--- src/rtl/lbist_sequencer_pkg.sv ---
`default_nettype none
// ============================================================================
//  Module   : lbist_pkg
//  Purpose  : Shared types and constants for the LBIST sequencer: the FSM
//             state encoding, the bundle of Moore strobes and a helper that
//             decodes a state into its strobe values.
//  Revision : 1.0  initial release
// ============================================================================
package lbist_pkg;

    typedef enum logic [2:0] {
        ST_IDLE    = 3'd0,
        ST_INIT    = 3'd1,
        ST_SHIFT   = 3'd2,
        ST_CAPTURE = 3'd3,
        ST_UNLOAD  = 3'd4,
        ST_COMPARE = 3'd5,
        ST_DONE    = 3'd6
    } lbist_state_e;

    // Fault-free signature used when the integrator does not supply one.
    localparam logic [31:0] LBIST_DEFAULT_GOLDEN_SIG = 32'h0;

    typedef struct packed {
        logic lfsr_load;
        logic misr_clr;
        logic lfsr_en;
        logic misr_en;
        logic scan_en;
        logic capture;
        logic busy;
        logic test_over;
    } lbist_strobes_t;

    // Strobe values for a state. misr_armed gates compaction during SHIFT:
    // the very first scan-out carries uninitialised flop contents.
    function automatic lbist_strobes_t state_strobes(input lbist_state_e st,
                                                     input logic         misr_armed);
        lbist_strobes_t s;
        s = '0;
        case (st)
            ST_INIT: begin
                s.lfsr_load = 1'b1;
                s.misr_clr  = 1'b1;
                s.busy      = 1'b1;
            end
            ST_SHIFT: begin
                s.scan_en   = 1'b1;
                s.lfsr_en   = 1'b1;
                s.misr_en   = misr_armed;
                s.busy      = 1'b1;
            end
            ST_CAPTURE: begin
                s.capture   = 1'b1;
                s.busy      = 1'b1;
            end
            ST_UNLOAD: begin
                s.scan_en   = 1'b1;
                s.misr_en   = 1'b1;
                s.busy      = 1'b1;
            end
            ST_COMPARE: begin
                s.busy      = 1'b1;
            end
            ST_DONE: begin
                s.test_over = 1'b1;
            end
            default: ;
        endcase
        return s;
    endfunction

endpackage
`default_nettype wire

--- src/rtl/lbist_sequencer_if.sv ---
`default_nettype none
// ============================================================================
//  Module   : lbist_sequencer_if
//  Purpose  : Bundle of the LBIST sequencer control/status signals.
//  Ports    : test_mode_i, start_i, misr_sig_i  - requests and MISR value
//             lfsr_load_o .. capture_o          - strobes to LFSR/MISR/core
//             busy_o, test_over_o, go_nogo_o    - status and result
//  Modports : master - the sequencer; slave - the test environment
//  Revision : 1.0  initial release
// ============================================================================
interface lbist_sequencer_if #(
    parameter int SIG_W = 32
) ();
    logic             test_mode_i;
    logic             start_i;
    logic [SIG_W-1:0] misr_sig_i;
    logic             lfsr_load_o;
    logic             misr_clr_o;
    logic             lfsr_en_o;
    logic             misr_en_o;
    logic             scan_en_o;
    logic             capture_o;
    logic             busy_o;
    logic             test_over_o;
    logic             go_nogo_o;

    modport master (
        input  test_mode_i, start_i, misr_sig_i,
        output lfsr_load_o, misr_clr_o, lfsr_en_o, misr_en_o, scan_en_o,
               capture_o, busy_o, test_over_o, go_nogo_o
    );

    modport slave (
        output test_mode_i, start_i, misr_sig_i,
        input  lfsr_load_o, misr_clr_o, lfsr_en_o, misr_en_o, scan_en_o,
               capture_o, busy_o, test_over_o, go_nogo_o
    );
endinterface
`default_nettype wire

--- src/rtl/lbist_sequencer_cycle_cnt.sv ---
`default_nettype none
// ============================================================================
//  Module   : lbist_cycle_cnt
//  Purpose  : Up-counter with synchronous load-to-zero, count enable and a
//             terminal-count flag. Saturates at TERMINAL instead of wrapping.
//  Ports    : clk, rst_n (async, active-low)
//             i_load - clear count to zero (priority over i_en)
//             i_en   - increment by one
//             o_tc   - count equals TERMINAL
//  Revision : 1.0  initial release
// ============================================================================
module lbist_cycle_cnt #(
    parameter int WIDTH    = 4,
    parameter int TERMINAL = 15
) (
    input  wire logic clk,
    input  wire logic rst_n,
    input  wire logic i_load,
    input  wire logic i_en,
    output logic      o_tc
);
    localparam logic [WIDTH-1:0] c_terminal = WIDTH'(TERMINAL);

    logic [WIDTH-1:0] r_count;

    always_ff @(posedge clk or negedge rst_n) begin
        if (!rst_n) begin
            r_count <= '0;
        end else if (i_load) begin
            r_count <= '0;
        end else if (i_en && (r_count != c_terminal)) begin
            r_count <= r_count + WIDTH'(1);
        end
    end

    assign o_tc = (r_count == c_terminal);
endmodule
`default_nettype wire

--- src/rtl/lbist_sequencer.sv ---
`default_nettype none
// ============================================================================
//  Module   : lbist_sequencer
//  Purpose  : Logic-BIST controller. Seeds the LFSR, runs N_PATTERNS
//             shift/capture rounds of SHIFT_LEN cycles, unloads the last
//             response into the MISR and compares the signature against
//             GOLDEN_SIG. LFSR and MISR datapaths live outside.
//  Ports    : clk   - clock, rising edge
//             rst_n - asynchronous active-low reset
//             bus   - lbist_sequencer_if.master (requests, strobes, status)
//  Revision : 1.0  initial release
// ============================================================================
module lbist_sequencer
    import lbist_pkg::*;
#(
    parameter int               SHIFT_LEN  = 64,
    parameter int               N_PATTERNS = 1024,
    parameter int               SIG_W      = 32,
    parameter logic [SIG_W-1:0] GOLDEN_SIG = SIG_W'(LBIST_DEFAULT_GOLDEN_SIG)
) (
    input  wire logic          clk,
    input  wire logic          rst_n,
    lbist_sequencer_if.master  bus
);
    localparam int c_shift_w = $clog2(SHIFT_LEN);
    localparam int c_pat_w   = $clog2(N_PATTERNS + 1);

    lbist_state_e   r_state;
    lbist_state_e   w_next;
    lbist_strobes_t r_strb;
    lbist_strobes_t w_strb;
    logic           r_go_nogo;
    logic           w_go_nogo;

    logic w_shift_en;
    logic w_shift_load;
    logic w_shift_tc;
    logic w_pat_load;
    logic w_pat_en;
    logic w_pat_tc;
    logic w_misr_armed;

    // Shift counter runs through SHIFT and UNLOAD and is parked at zero
    // everywhere else, so every shift window starts from a clean count.
    assign w_shift_en   = (r_state == ST_SHIFT) || (r_state == ST_UNLOAD);
    assign w_shift_load = !w_shift_en;

    // The pattern count steps on the last shift cycle, so while in CAPTURE
    // it already includes the pattern being captured; the CAPTURE exit
    // decision then simply tests for N_PATTERNS.
    assign w_pat_load = (r_state == ST_IDLE) || (r_state == ST_INIT);
    assign w_pat_en   = (r_state == ST_SHIFT) && w_shift_tc;

    lbist_cycle_cnt #(
        .WIDTH    (c_shift_w),
        .TERMINAL (SHIFT_LEN - 1)
    ) u_shift_cnt (
        .clk    (clk),
        .rst_n  (rst_n),
        .i_load (w_shift_load),
        .i_en   (w_shift_en),
        .o_tc   (w_shift_tc)
    );

    lbist_cycle_cnt #(
        .WIDTH    (c_pat_w),
        .TERMINAL (N_PATTERNS)
    ) u_pat_cnt (
        .clk    (clk),
        .rst_n  (rst_n),
        .i_load (w_pat_load),
        .i_en   (w_pat_en),
        .o_tc   (w_pat_tc)
    );

    always_comb begin
        w_next = r_state;
        case (r_state)
            ST_IDLE:    if (bus.test_mode_i && bus.start_i) w_next = ST_INIT;
            ST_INIT:    w_next = ST_SHIFT;
            ST_SHIFT:   if (w_shift_tc) w_next = ST_CAPTURE;
            ST_CAPTURE: w_next = w_pat_tc ? ST_UNLOAD : ST_SHIFT;
            ST_UNLOAD:  if (w_shift_tc) w_next = ST_COMPARE;
            ST_COMPARE: w_next = ST_DONE;
            ST_DONE:    if (!bus.start_i) w_next = ST_IDLE;
            default:    w_next = ST_IDLE;
        endcase
        // Dropping test mode wins over every other transition.
        if (!bus.test_mode_i) begin
            w_next = ST_IDLE;
        end
    end

    // Compaction is armed once any capture has happened: either we are
    // leaving CAPTURE now, or the current SHIFT window is already compacting.
    assign w_misr_armed = (r_state == ST_CAPTURE) || r_strb.misr_en;

    assign w_strb = state_strobes(w_next, w_misr_armed);

    // Result is only meaningful in DONE; it is zero in every other state.
    always_comb begin
        w_go_nogo = 1'b0;
        if (w_next == ST_DONE) begin
            w_go_nogo = (r_state == ST_COMPARE) ? (bus.misr_sig_i == GOLDEN_SIG)
                                                : r_go_nogo;
        end
    end

    always_ff @(posedge clk or negedge rst_n) begin
        if (!rst_n) begin
            r_state   <= ST_IDLE;
            r_strb    <= '0;
            r_go_nogo <= 1'b0;
        end else begin
            r_state   <= w_next;
            r_strb    <= w_strb;
            r_go_nogo <= w_go_nogo;
        end
    end

    assign bus.lfsr_load_o = r_strb.lfsr_load;
    assign bus.misr_clr_o  = r_strb.misr_clr;
    assign bus.lfsr_en_o   = r_strb.lfsr_en;
    assign bus.misr_en_o   = r_strb.misr_en;
    assign bus.scan_en_o   = r_strb.scan_en;
    assign bus.capture_o   = r_strb.capture;
    assign bus.busy_o      = r_strb.busy;
    assign bus.test_over_o = r_strb.test_over;
    assign bus.go_nogo_o   = r_go_nogo;
endmodule
`default_nettype wire

--- src/flat_wrapper.sv ---
// flat-port wrapper written by rule: the top's interface ports become plain ports
module lbist_sequencer_flat import lbist_pkg::*;
#(
    parameter int               SHIFT_LEN  = 64,
    parameter int               N_PATTERNS = 1024,
    parameter int               SIG_W      = 32,
    parameter logic [SIG_W-1:0] GOLDEN_SIG = SIG_W'(LBIST_DEFAULT_GOLDEN_SIG)
)
  (clk, rst_n, bus_test_mode_i, bus_start_i, bus_misr_sig_i, bus_lfsr_load_o, bus_misr_clr_o, bus_lfsr_en_o, bus_misr_en_o, bus_scan_en_o, bus_capture_o, bus_busy_o, bus_test_over_o, bus_go_nogo_o);
  lbist_sequencer_if #(.SIG_W(SIG_W)) bus_i ();
  input  wire logic clk;
  input  wire logic rst_n;
  input wire logic [$bits(bus_i.test_mode_i)-1:0] bus_test_mode_i;
  input wire logic [$bits(bus_i.start_i)-1:0] bus_start_i;
  input wire logic [$bits(bus_i.misr_sig_i)-1:0] bus_misr_sig_i;
  output wire logic [$bits(bus_i.lfsr_load_o)-1:0] bus_lfsr_load_o;
  output wire logic [$bits(bus_i.misr_clr_o)-1:0] bus_misr_clr_o;
  output wire logic [$bits(bus_i.lfsr_en_o)-1:0] bus_lfsr_en_o;
  output wire logic [$bits(bus_i.misr_en_o)-1:0] bus_misr_en_o;
  output wire logic [$bits(bus_i.scan_en_o)-1:0] bus_scan_en_o;
  output wire logic [$bits(bus_i.capture_o)-1:0] bus_capture_o;
  output wire logic [$bits(bus_i.busy_o)-1:0] bus_busy_o;
  output wire logic [$bits(bus_i.test_over_o)-1:0] bus_test_over_o;
  output wire logic [$bits(bus_i.go_nogo_o)-1:0] bus_go_nogo_o;
  assign bus_i.test_mode_i = bus_test_mode_i;
  assign bus_i.start_i = bus_start_i;
  assign bus_i.misr_sig_i = bus_misr_sig_i;
  assign bus_lfsr_load_o = bus_i.lfsr_load_o;
  assign bus_misr_clr_o = bus_i.misr_clr_o;
  assign bus_lfsr_en_o = bus_i.lfsr_en_o;
  assign bus_misr_en_o = bus_i.misr_en_o;
  assign bus_scan_en_o = bus_i.scan_en_o;
  assign bus_capture_o = bus_i.capture_o;
  assign bus_busy_o = bus_i.busy_o;
  assign bus_test_over_o = bus_i.test_over_o;
  assign bus_go_nogo_o = bus_i.go_nogo_o;
  lbist_sequencer #(.SHIFT_LEN(SHIFT_LEN), .N_PATTERNS(N_PATTERNS), .SIG_W(SIG_W), .GOLDEN_SIG(GOLDEN_SIG)) u_core (.clk(clk), .rst_n(rst_n), .bus(bus_i));
endmodule
--- config.mk ---
export PLATFORM = sky130hd
export DESIGN_NAME = lbist_sequencer_flat
export DESIGN_NICKNAME = d
export VERILOG_FILES = /design/src/rtl/lbist_sequencer_pkg.sv /design/src/rtl/lbist_sequencer_if.sv /design/src/rtl/lbist_sequencer_cycle_cnt.sv /design/src/rtl/lbist_sequencer.sv /design/src/flat_wrapper.sv
export SDC_FILE = /design/constraint.sdc
export NUM_CORES = 1
export LEC_CHECK = 0
export CORE_AREA = 2 2 55 57
export DETAILED_ROUTE_END_ITERATION = 16
export DIE_AREA = 0 0 57 59
export DONT_BUFFER_PORTS = 1
export GPL_TIMING_DRIVEN = 1
export PLACE_DENSITY = 0.74
export SLEW_MARGIN = 20
export SYNTH_ARGS = -nofsm -noshare
export SYNTH_HDL_FRONTEND = slang
export SYNTH_HIERARCHICAL = 1
export SYNTH_SLANG_ARGS = --single-unit
export TNS_END_PERCENT = 50
--- constraint.sdc ---
create_clock -name clk -period 3.2 [get_ports clk]
set_input_delay 0.64 -clock clk [delete_from_list [all_inputs] [get_ports clk]]
set_output_delay 0.64 -clock clk [all_outputs]
set_load 0.1 [all_outputs]
==> results of run 1 <==
## power breakdown
part	leakage, nW	internal, mW	total (mW)	switching (mW)
Clock	0.0279	0.127	0.233	0.107
Sequential	0.385	0.359	0.404	0.0445
Combinational	0.296	0.0188	0.0475	0.0287
Total	0.709	0.505	0.685	0.180
## cell usage in the layout, fill, tap and decap left out, types with 2 or more instances in the layout
master / n
xor2_1: 2
o21ai_0: 2
nor2b_1: 3
dfrtp_1: 27
a21oi_1: 15
o31ai_1: 5
nor2_1: 10
nand3_1: 4
nor4_1: 10
clkbuf_4: 3
buf_4: 2
and3_1: 2
or3_1: 3
nand2b_1: 7
mux2_2: 2
inv_1: 10
nand4_1: 5
or4_1: 4
ha_1: 3
o22ai_1: 2
nand4_2: 2
nand2_1: 10
mux2i_1: 3
## state kept, by name (all words and copies together), names as in the netlist
register,count
u_core/bus.test_over_o,1
u_core/bus.busy_o,1
u_core/bus.lfsr_load_o,1
u_core/bus.go_nogo_o,1
u_core/u_pat_cnt/r_count,11
u_core/r_state,3
u_core/u_shift_cnt/r_count,6
u_core/bus.scan_en_o,1
u_core/bus.capture_o,1
u_core/bus.lfsr_en_o,1
u_core/bus.misr_en_o,1
## stage by stage
stage / util (%) / setup WS (ns)
2_1_floorplan: - / 0.790
3_3_place_gp: 59.7 / 0.941
3_5_place_dp: 59.7 / 0.840
4_1_cts: 62.4 / 0.787
5_1_grt: 62.4 / 0.569
6_report: 62.4 / 0.768
## final timing paths
| path | from | to | cells after the start |
|---|---|---|---|
| setup / recovery | u_core/u_shift_cnt/r_count[0] | u_core/u_pat_cnt/r_count[9] | 9 |
| hold / removal | rst_n | u_core/u_shift_cnt/r_count[2] | 1 |
| setup reg to reg | u_core/u_shift_cnt/r_count[0] | u_core/u_pat_cnt/r_count[9] | 9 |
| hold reg to reg | u_core/u_pat_cnt/r_count[10] | u_core/u_pat_cnt/r_count[10] | 2 |
| max in group asynchronous | rst_n | u_core/bus.lfsr_load_o | 1 |
| min in group clk | bus_test_mode_i | u_core/bus.test_over_o | 2 |
## logic make-up (layout without fill, tap and decap cells)
logic type,count (synthesis),count (layout),synth area share [%]
fa+ha+maj,3,3,2.33
simple gates,74,74,28.0
buf+inv,16,17,5.21
compound gates,37,37,15.6
mux,6,6,4.20
xor+xnor,2,2,1.09
flops,28,28,43.5
## per-layer routing
layer  vias up  GRT usage, %  routed length (microns)
li1        619             -                        -
met4         0          8.64                       39
met2        46          37.4                     1630
met5         -             0                        0
met1       630          26.3                     1490
met3         4          4.15                      173
## worst max-delay path: stages (launching register included)
cell and delay [ns]:
dfrtp_1 0.43, ha_1 0.21, and4_4 0.24, nand2_1 0.07
inv_1 0.17, nor3b_1 0.21, buf_4 0.17, nand3_1 0.16
or4_1 0.53, a21oi_1 0.15
## final cells by class
type,count,area (sq um)
Fill cell,234,1020
Multi-Input combinational cell,122,825
Sequential cell,28,702
Tap cell,31,38.8
Inverter,10,37.5
Timing Repair Buffer,3,35.0
Clock inverter,1,30.0
Clock buffer,3,22.5
==> impl_metrics.json, run 1 <==
{
  "status": "finished clean",
  "antenna_found_initial": 0,
  "cp_max_fo": 7,
  "fp.dieW_microns": 57,
  "syn_nets": 205,
  "clk_pin_slew_ns": 0.16,
  "synth_edf_count": 0,
  "yosys_warnings": 6,
  "drive_gt1_share_pct": 15.0,
  "rsz0062_at_grt": "no",
  "crit_type": "register to register",
  "grt_pass1_wl_microns": 5540,
  "crit_path_end_kind": "register",
  "area_delta_synth_final_pct": 5.05,
  "arrival_ns": 2.69,
  "clkLatencyLatePin_ns": 0.34,
  "htreeDepth": 1,
  "grt_pass1_vias": 1260,
  "gr-total-overflow": 0,
  "start_util_pct": 59.4,
  "cts_made_buffers": 3,
  "setup_tns_ns": 0,
  "tightest_slew_ns": 0.932,
  "die_h_microns": 59,
  "placed_cells": 193,
  "placed_cell_area_sq_mm": 0.00162,
  "cts.sinks": 28,
  "worstPathRequired_ns": 3.46,
  "final_cells": 198,
  "postCtsHoldBufs": 1,
  "cts.repair.resized": 0,
  "synth_common_cells": "dfrtp_1 (28), a21oi_1 (15)",
  "place.gp.congestion": 0.836,
  "die-area_sq_mm": 0.00336,
  "period_share_pct": 76.0,
  "routed_wl_microns": 3330,
  "setup_viol": 0,
  "power.leakage_nw": 0.709,
  "slew_violations": 0,
  "period_needed_ns": 2.43,
  "core-area_sq_mm": 0.00271,
  "avgRoutedWirePerCell_microns": 16.8,
  "fmax_mhz": 411,
  "min_path_type": "primary input to async pin",
  "grt_max_degree": 29,
  "power_mw": 0.685,
  "num_rows": 19,
  "max_slew_margin_pct": 38.0,
  "r2r_slack_ns": 0.77,
  "finClkSkew_ns": 0.0199,
  "synth_area_leaders": "dfrtp_1 (44%), a21oi_1 (4.7%), nor4_1 (3.9%)",
  "avgSynthCellArea_sq_um": 9.69,
  "synth_cell_types": 53,
  "vias": 1299,
  "diodes": 0,
  "synth-main-ff-cell": "dfrtp_1",
  "fin_nets": 207,
  "hold_ws_ns": 0.0919,
  "syn_area_sq_mm": 0.00161,
  "tritoncts": "done",
  "fin_area_sq_mm": 0.00169,
  "boundaryPins": 45,
  "synth_top_area_cell": "dfrtp_1",
  "cts_root_buffer": "clkbuf_4",
  "worst_ir_drop_vdd_mv": 0.336,
  "synth.most_common_cell": "dfrtp_1",
  "track_usage_pct": 21.4,
  "synth_top_area_share_pct": 43.5,
  "cts.path.max_buffers": 2,
  "p_per_area_mw_per_mm2": 405,
  "seq_area_frac_synth_pct": 43.5,
  "post-dp-hpwl_microns": 2430,
  "async_reset_ff_share_pct": 100,
  "netlist_instances": 166,
  "viasPerCell": 6.56,
  "postRouteAntennaNets": 0,
  "hold_viol_final": 0,
  "io_buffers": 0,
  "max_cap_violations": 0,
  "drtIter0Drc": 49,
  "synth-seq-cells": 28,
  "cp-start-kind": "register",
  "drc": 0,
  "first_pass_iters": 4,
  "cts_setup_buffers": 0
}
No activity file was read; power rests on OpenSTA's default activity.
==> run 2, diff against run 1 <==
==> constraint.sdc (replaced) <==
create_clock -name clk -period 2.28 [get_ports clk]
set_input_delay 0.456 -clock clk [delete_from_list [all_inputs] [get_ports clk]]
set_output_delay 0.456 -clock clk [all_outputs]
set_load 0.1 [all_outputs]
==> run 2 against run 1 <==
Global-route usage rose by 1.0 points. First-iteration DRC count rose by 29%. Die area stayed put. Count of clock-buffer cells in the layout did not move. Maximum frequency up 8.6%. Register-to-register slack lost 0.73 ns. Non-clock buffer count up 16. Combinational power rose to 2.8 times the previous value. Core utilization up 5.8 points. Critical path depth decreased by 1. Sequential power is 27% higher. Via count up 4.2%.
==> impl_metrics.json, run 2 (same netlist as run 1, synthesis figures left out) <==
{
  "fmax_mhz": 446,
  "utilization_pct": 68.1,
  "clk_pin_slew_ns": 0.16,
  "max_cap_violations": 0,
  "drc": 0,
  "final_common_cell": "dfrtp_1",
  "cp_max_fo": 5,
  "diodes": 0,
  "worstPathRequired_ns": 2.54,
  "period_share_pct": 98.2,
  "track_usage_pct": 22.5,
  "fin_area_sq_mm": 0.00185,
  "first_pass_iters": 4,
  "drive_gt1_share_pct": 25.1,
  "clkLatencyLatePin_ns": 0.34,
  "gr-total-overflow": 0,
  "largest_reg_flops": 11,
  "status": "finished clean",
  "place.gp.congestion": 0.861,
  "cp-start-kind": "register",
  "routed_wl_microns": 3490,
  "cts.sinks": 28,
  "hold_viol_final": 0,
  "grt_max_degree": 29,
  "min_path_type": "primary input to register",
  "placed_cells": 204,
  "finClkSkew_ns": 0.0149,
  "final_cells": 214,
  "start_util_pct": 59.4,
  "avgRoutedWirePerCell_microns": 16.3,
  "cts.path.max_buffers": 2,
  "hold_ws_ns": 0.245,
  "boundaryPins": 45,
  "cts_made_buffers": 3,
  "htreeDepth": 1,
  "fp.dieW_microns": 57,
  "period_needed_ns": 2.24,
  "viasPerCell": 6.33,
  "cts_root_buffer": "clkbuf_4",
  "tightest_slew_ns": 0.598,
  "p_per_area_mw_per_mm2": 529,
  "grt_pass1_vias": 1374,
  "worst_ir_drop_vdd_mv": 0.577,
  "num_rows": 19,
  "die_h_microns": 59,
  "drtIter0Drc": 63,
  "arrival_ns": 2.50,
  "setup_viol": 0,
  "tritoncts": "done",
  "top_regs": "u_core/u_pat_cnt/r_count: 11 flops, u_core/u_shift_cnt/r_count: 6 flops, u_core/r_state: 3 flops",
  "crit_path_end_kind": "register",
  "fin_nets": 223,
  "crit_type": "register to register",
  "antenna_found_initial": 0,
  "post-dp-hpwl_microns": 2520,
  "vias": 1354,
  "io_buffers": 0,
  "largest_register": "u_core/u_pat_cnt/r_count",
  "grt_pass1_wl_microns": 5810,
  "slew_violations": 0,
  "final_cell_mix": "dfrtp_1 (27), buf_4 (16), a21oi_1 (13)",
  "power.leakage_nw": 0.796,
  "area_delta_synth_final_pct": 14.8,
  "placed_cell_area_sq_mm": 0.00171,
  "postRouteAntennaNets": 0,
  "die-area_sq_mm": 0.00336,
  "core-area_sq_mm": 0.00271,
  "setup_tns_ns": 0,
  "max_slew_margin_pct": 60.0
}
run 2: layout make-up:
class	instances	area, sq um
Multi-Input combinational cell	122	855
Timing Repair Buffer	19	161
Clock buffer	3	22.5
Clock inverter	1	30.0
Inverter	10	37.5
Sequential cell	28	702
Tap cell	31	38.8
Fill cell	223	863
run 2: final timing paths:
| check | startpoint | end | slack (ns) | cells past startpoint |
|---|---|---|---|---|
| max | u_core/u_shift_cnt/r_count[0] | u_core/u_pat_cnt/r_count[7] | 0.04 | 8 |
| min | bus_test_mode_i | u_core/bus.lfsr_load_o | 0.24 | 1 |
| max reg2reg | u_core/u_shift_cnt/r_count[0] | u_core/u_pat_cnt/r_count[7] | 0.04 | 8 |
| min reg2reg | u_core/u_pat_cnt/r_count[10] | u_core/u_pat_cnt/r_count[10] | 0.59 | 2 |
| max in group asynchronous | rst_n | u_core/u_pat_cnt/r_count[2] | 1.59 | 2 |
| min in group asynchronous | rst_n | u_core/u_shift_cnt/r_count[3] | 0.52 | 2 |
run 2: routing by layer:
layer | wire (microns) | global-route usage [%] | part of all wire (%)
met1 | 1440 | 26.6 | 41
met2 | 1770 | 39.7 | 51
met3 | 189 | 2.62 | 5.4
met4 | 86 | 12.6 | 2.5
met5 | 0 | 0 | 0
run 2: metrics by stage:
step                setup slack [ns]  total power, mW
floorplan                     0.0857            0.624
global placement               0.202            0.637
detailed placement            0.0392            0.639
CTS                           0.0121            0.984
global route                 -0.0477             1.01
finish                        0.0402            0.978
run 2: timing repair:
| action | in CTS | in global routing |
|---|---|---|
| resized for setup | 0 | 7 |
| endpoints found under the setup margin | 0 | 6 |
| hold buffers | 2 | 0 |
| hold endpoints to repair | 28 | 0 |
| setup buffers | 0 | 4 |
run 2: critical path, cell delays in order (launching register included):
cell and delay [ns]:
dfrtp_1 0.43, ha_2 0.21, and4_4 0.23, nand2_1 0.07, inv_1 0.09, nor3b_4 0.27
nand3_2 0.16, or4_1 0.54, a21oi_1 0.17
run 2: power by group:
group	total (mW)	switching, mW	leakage, nW	internal [mW]
sequential	0.515	0.00953	0.385	0.505
combinational	0.132	0.0969	0.382	0.0353
clock	0.331	0.153	0.0279	0.178
total	0.978	0.259	0.796	0.719
==> RTL change 1: new RTL, config.mk and constraints of run 2 <==
Re-encode `lbist_state_e` (7 states) as one-hot, 7 bits wide.
--- a/src/rtl/lbist_sequencer_pkg.sv
+++ b/src/rtl/lbist_sequencer_pkg.sv
@@ -8,14 +8,14 @@
 // ============================================================================
 package lbist_pkg;
 
-    typedef enum logic [2:0] {
-        ST_IDLE    = 3'd0,
-        ST_INIT    = 3'd1,
-        ST_SHIFT   = 3'd2,
-        ST_CAPTURE = 3'd3,
-        ST_UNLOAD  = 3'd4,
-        ST_COMPARE = 3'd5,
-        ST_DONE    = 3'd6
+    typedef enum logic [6:0] {
+        ST_IDLE    = 7'b0000001,
+        ST_INIT    = 7'b0000010,
+        ST_SHIFT   = 7'b0000100,
+        ST_CAPTURE = 7'b0001000,
+        ST_UNLOAD  = 7'b0010000,
+        ST_COMPARE = 7'b0100000,
+        ST_DONE    = 7'b1000000
     } lbist_state_e;
 
     // Fault-free signature used when the integrator does not supply one.
Behaviour: same outputs for any inputs over 10 cycles, from zero or initial values and one cycle with rst_n low; not proved beyond that.
==> RTL change 1 against run 2 <==
  * Design area increased by 18%
  * Cell count increased by 20%
  * Sequential cell count increased by 4
  * Critical endpoint is now u_core/u_pat_cnt/r_count[8]
  * Worst setup slack improved by 0.053 ns
  * Largest cell class unchanged
  * Synthesized area increased by 16%
  * Routed wire length increased by 38%
Power is not compared: it rests on default switching activity, and its combinational part moved more than twofold at a synthesized area within 25%.
==> RTL change 1: results (changes against run 2) <==
.. list-table::
   :header-rows: 1

   * - Metric
     - Value
   * - Leading registers by flop count
     - u_core/u_pat_cnt/r_count x11, u_core/r_state x7, u_core/u_shift_cnt/r_count x6 (was u_core/u_pat_cnt/r_count x11, u_core/u_shift_cnt/r_count x6, u_core/r_state x3)
   * - Via count of the routed design
     - 1697 (was 1354)
   * - Crit path largest cell delay
     - 0.52 ns (was 0.54 ns)
   * - HPWL Detailed
     - 3270 um (was 2520 um)
   * - Wire length on met1
     - 1950 um (was 1440 um)
   * - Unique masters post-synth
     - 57 (was 53)
   * - Maximum number of pins on one net before global-route repair
     - 33 (was 29)
   * - Net count after synthesis
     - 235 (was 205)
   * - Share of synthesized area occupied by flip-flops and latches
     - 43.1% (was 43.5%)
   * - DR WL/cell
     - 18.7 um (was 16.3 um)
   * - Number of nets in the layout
     - 263 (was 223)
   * - Count of routing violations after the opening detailed-route iteration
     - 167 (was 63)
   * - Number of clock buffers inserted by TritonCTS
     - 5 (was 3)
   * - Dominant cells by area after synthesis
     - dfrtp_1, nor4_1, nor2_1, a21oi_1, nand3_1 (was dfrtp_1, a21oi_1, nor4_1, nand2b_1, ha_1)
   * - Max H-tree Level
     - 2 (was 1)
   * - Clock skew
     - 0.00706 ns (was 0.0149 ns)
   * - Crit-path max FO
     - 4 (was 5)
   * - Worst setup slack before clock tree synthesis
     - 0.0281 ns (was 0.0392 ns)
   * - Commonest cells post-synth
     - dfrtp_1, nor2_1, nor4_1, a21oi_1, nand2_1 (was dfrtp_1, a21oi_1)
   * - Amount of wire on met3 after detailed routing
     - 291 um (was 189 um)
   * - Number of fill cells
     - 184 (was 223)
   * - Ratio of cells with drive above 1 in the final layout
     - 30.2% (was 25.1%)
   * - Placer congestion estimate
     - 0.853 (was 0.861)
   * - Gates resized, CTS repair
     - 1 (was 0)
   * - Result of the run
     - finished, final reports clean (unchanged)
   * - Tot GR Track Use
     - 29.6% (was 22.5%)
   * - Data arrival at the endpoint of the critical path
     - 2.46 ns (was 2.50 ns)
   * - Pin slew with the least headroom to its limit
     - 0.620 ns (was 0.598 ns)
[RTL change 1: changes by cell type in the layout (fill, tap and decap cells not counted), sizes merged, moves of 3 or more]
cell,change
clkbuf,+3
dfrtp,+3
nand3,+5
nor4,+3
nor2,+11
nand2b,-3
buf,+9
or3,+3
a21oi,-3
[RTL change 1: path summary, 6_finish.rpt]
| kind | from | endpoint | slack, ns | depth (start not counted) |
|---|---|---|---|---|
| setup / recovery | u_core/u_shift_cnt/r_count[0] | u_core/u_pat_cnt/r_count[8] | 0.09 | 10 |
| hold / removal | bus_test_mode_i | u_core/r_state[5] | 0.26 | 2 |
| setup reg to reg | u_core/u_shift_cnt/r_count[0] | u_core/u_pat_cnt/r_count[8] | 0.09 | 10 |
| hold reg to reg | u_core/bus.misr_en_o | u_core/bus.misr_en_o | 0.60 | 2 |
| max in group asynchronous | rst_n | u_core/r_state[0] | 1.45 | 2 |
| min in group asynchronous | rst_n | u_core/u_shift_cnt/r_count[3] | 0.59 | 2 |
[RTL change 1: logic make-up (layout without fill, tap and decap cells)]
| family | after synthesis | in the layout | share of synthesized area, % |
|---|---|---|---|
| xor+xnor | 6 | 6 | 2.82 |
| fa+ha+maj | 3 | 3 | 2.02 |
| flops | 32 | 32 | 43.1 |
| compound gates | 38 | 38 | 15.0 |
| mux | 4 | 4 | 2.49 |
| buf+inv | 16 | 45 | 3.83 |
| simple gates | 97 | 97 | 30.8 |
[RTL change 1: worst max-delay path, delay by kind of cell (launching register included)]
kind	cells	cell delay, ns
AO/OA/AOI/OAI	1	0.15
adder cells (fa/ha/maj)	1	0.17
buffers and inverters	3	0.29
flip-flops	1	0.44
AND/OR/NAND/NOR	5	1.09
[RTL change 1: area by class of cell]
type	count	area [um2]	area share, %
timing repair buffer	28	225	10.3
tap	31	38.8	1.77
clock buffer	6	51.3	2.34
sequential	32	803	36.7
multi-input combinational	148	1030	46.9
inverter	9	33.8	1.54
clock inverter	2	10.0	0.457
[RTL change 1: metal layers]
metal	up-vias	global-route usage (%)
met1	806	35.7
met2	95	51.7
met4	0	12.3
met5	-	0
li1	782	-
met3	14	6.55
[RTL change 1: power by group]
group | switching [mW] | internal [mW]
Clock | 0.208 | 0.147
Combinational | 0.195 | 0.0926
Sequential | 0.0143 | 0.583
Total | 0.417 | 0.823
[RTL change 1: metrics by stage]
step	std cells	power [mW]	TNS (ns)	area, um2	utilization, %
floorplan	196	0.810	0	1860	-
CTS	251	1.24	0	2120	78.3
finish	256	1.24	0	2190	80.7
detailed placement	241	0.867	0	2020	74.7
global placement	241	0.857	0	2020	74.7
global route	256	1.29	-0.0181	2190	80.7
==> RTL change 2: new RTL, flow settings as in run 2 <==
Made on the original files. `SHIFT_LEN` is set to 64 in 2 places; all go to 128.
--- a/src/rtl/lbist_sequencer.sv
+++ b/src/rtl/lbist_sequencer.sv
@@ -13,7 +13,7 @@
 module lbist_sequencer
     import lbist_pkg::*;
 #(
-    parameter int               SHIFT_LEN  = 64,
+    parameter int               SHIFT_LEN  = 128,
     parameter int               N_PATTERNS = 1024,
     parameter int               SIG_W      = 32,
     parameter logic [SIG_W-1:0] GOLDEN_SIG = SIG_W'(LBIST_DEFAULT_GOLDEN_SIG)
--- a/src/flat_wrapper.sv
+++ b/src/flat_wrapper.sv
@@ -1,7 +1,7 @@
 // flat-port wrapper written by rule: the top's interface ports become plain ports
 module lbist_sequencer_flat import lbist_pkg::*;
 #(
-    parameter int               SHIFT_LEN  = 64,
+    parameter int               SHIFT_LEN  = 128,
     parameter int               N_PATTERNS = 1024,
     parameter int               SIG_W      = 32,
     parameter logic [SIG_W-1:0] GOLDEN_SIG = SIG_W'(LBIST_DEFAULT_GOLDEN_SIG)
Function: same outputs for any inputs over 10 cycles, from zero or initial values and one cycle with rst_n low; that may be too few to reach the edited logic, so the function may still have changed.
==> RTL change 2 against run 2 <==
  * Core utilization increased by 2.8 points
  * Routed wire length decreased by 0.26%
  * Critical path type unchanged
  * Synthesized area increased by 3.5%
  * Sequential power increased by 5.0%
  * Sequential cell count increased by 1
  * Die area unchanged
  * Cell count increased by 2.8%
  * Via count increased by 4.4%
  * Critical path depth unchanged
  * Global-route usage increased by 0.52 points
  * Design area increased by 4.1%
  * Worst setup slack improved by 0.10 ns
  * Power increased by 13%
==> RTL change 2: results (changes against run 2) <==
.. list-table::
   :header-rows: 1

   * - Metric
     - Value
   * - Hold-critical path endpoint
     - u_core/bus.test_over_o (was u_core/bus.lfsr_load_o)
   * - Complex-gate fraction of the synthesized area
     - 16.3% (was 15.6%)
   * - Via count of the routed design
     - 1413 (was 1354)
   * - Peak supply drop
     - 0.460 mV (was 0.577 mV)
   * - Tot GR Track Use
     - 23.0% (was 22.5%)
   * - Met2 demand-to-capacity share in global routing
     - 38.6% (was 39.7%)
   * - Count of placed standard cells in the final layout, fillers left out
     - 220 (was 214)
   * - Placement Cell Area
     - 1770 um2 (was 1710 um2)
   * - Unique masters post-synth
     - 52 (was 53)
   * - Worst setup slack before clock tree synthesis
     - 0.0359 ns (was 0.0392 ns)
   * - Wire length on met1
     - 1460 um (was 1440 um)
   * - Setup slack, reg-to-reg
     - 0.14 ns (was 0.04 ns)
   * - Ratio of cells with drive above 1 in the final layout
     - 23.8% (was 25.1%)
   * - Count of routing violations after the opening detailed-route iteration
     - 28 (was 63)
   * - Dominant cells by area after synthesis
     - dfrtp_1, a21oi_1, nor4_1, nor2_1, nand2b_1 (was dfrtp_1, a21oi_1, nor4_1, nand2b_1, ha_1)
   * - XOR/XNOR share of the synthesized area
     - 1.05% (was 1.09%)
   * - Amount of wire on met3 after detailed routing
     - 193 um (was 189 um)
   * - Clock transition time at the flip-flop clock pins of the worst setup and hold paths
     - 0.09 ns (was 0.16 ns)
   * - Capture point of the worst path
     - u_core/u_pat_cnt/r_count[9] (was u_core/u_pat_cnt/r_count[7])
   * - Gates resized, CTS repair
     - 2 (was 0)
   * - Data arrival at the endpoint of the critical path
     - 2.39 ns (was 2.50 ns)
   * - Cell at the root of the clock tree
     - clkbuf_4 (unchanged)
   * - Mean cell area of the mapped netlist
     - 9.68 um2 (was 9.69 um2)
   * - Sum of met2 wire segment lengths after detailed routing
     - 1740 um (was 1770 um)
   * - DR WL/cell
     - 15.8 um (was 16.3 um)
   * - Net count after synthesis
     - 211 (was 205)
   * - Hold Worst Slack
     - 0.280 ns (was 0.245 ns)
   * - Adder-cell share of the synthesized area
     - 2.25% (was 2.33%)
   * - Clock skew
     - 0.00850 ns (was 0.0149 ns)
   * - Number of cells on the worst hold path
     - 2 (was 1)
   * - Post-route minimum period
     - 2.14 ns (was 2.24 ns)
   * - Share of synthesized area occupied by flip-flops and latches
     - 43.6% (was 43.5%)
   * - Placer congestion estimate
     - 0.797 (was 0.861)
   * - Placed cells
     - 209 (was 204)
   * - Multiplexer area fraction after synthesis
     - 4.66% (was 4.20%)
   * - Result of the run
     - finished, final reports clean (unchanged)
   * - Global routing usage on met3
     - 6.55% (was 2.62%)
   * - M1 GR Usage
     - 26.6% (about the same)
[RTL change 2: layout make-up]
type | count | area, um2
Fill cell | 216 | 788
Clock buffer | 7 | 55.1
Clock inverter | 1 | 30.0
Inverter | 9 | 33.8
Timing Repair Buffer | 16 | 151
Sequential cell | 29 | 727
Tap cell | 31 | 38.8
Multi-Input combinational cell | 127 | 886
[RTL change 2: power breakdown]
part           total [mW]  internal [mW]  switching, mW  leakage [nW]
clock               0.439          0.262          0.177        0.0455
sequential          0.541          0.522         0.0187         0.399
combinational       0.130         0.0398         0.0902         0.387
[RTL change 2: worst max-delay path: cells and delay by family (launching register included)]
| family | cells | cell delay (ns) |
|---|---|---|
| AND/OR/NAND/NOR | 5 | 1.18 |
| adder cells (fa/ha/maj) | 1 | 0.22 |
| flip-flops | 1 | 0.40 |
| buffers and inverters | 1 | 0.10 |
| AO/OA/AOI/OAI | 1 | 0.16 |
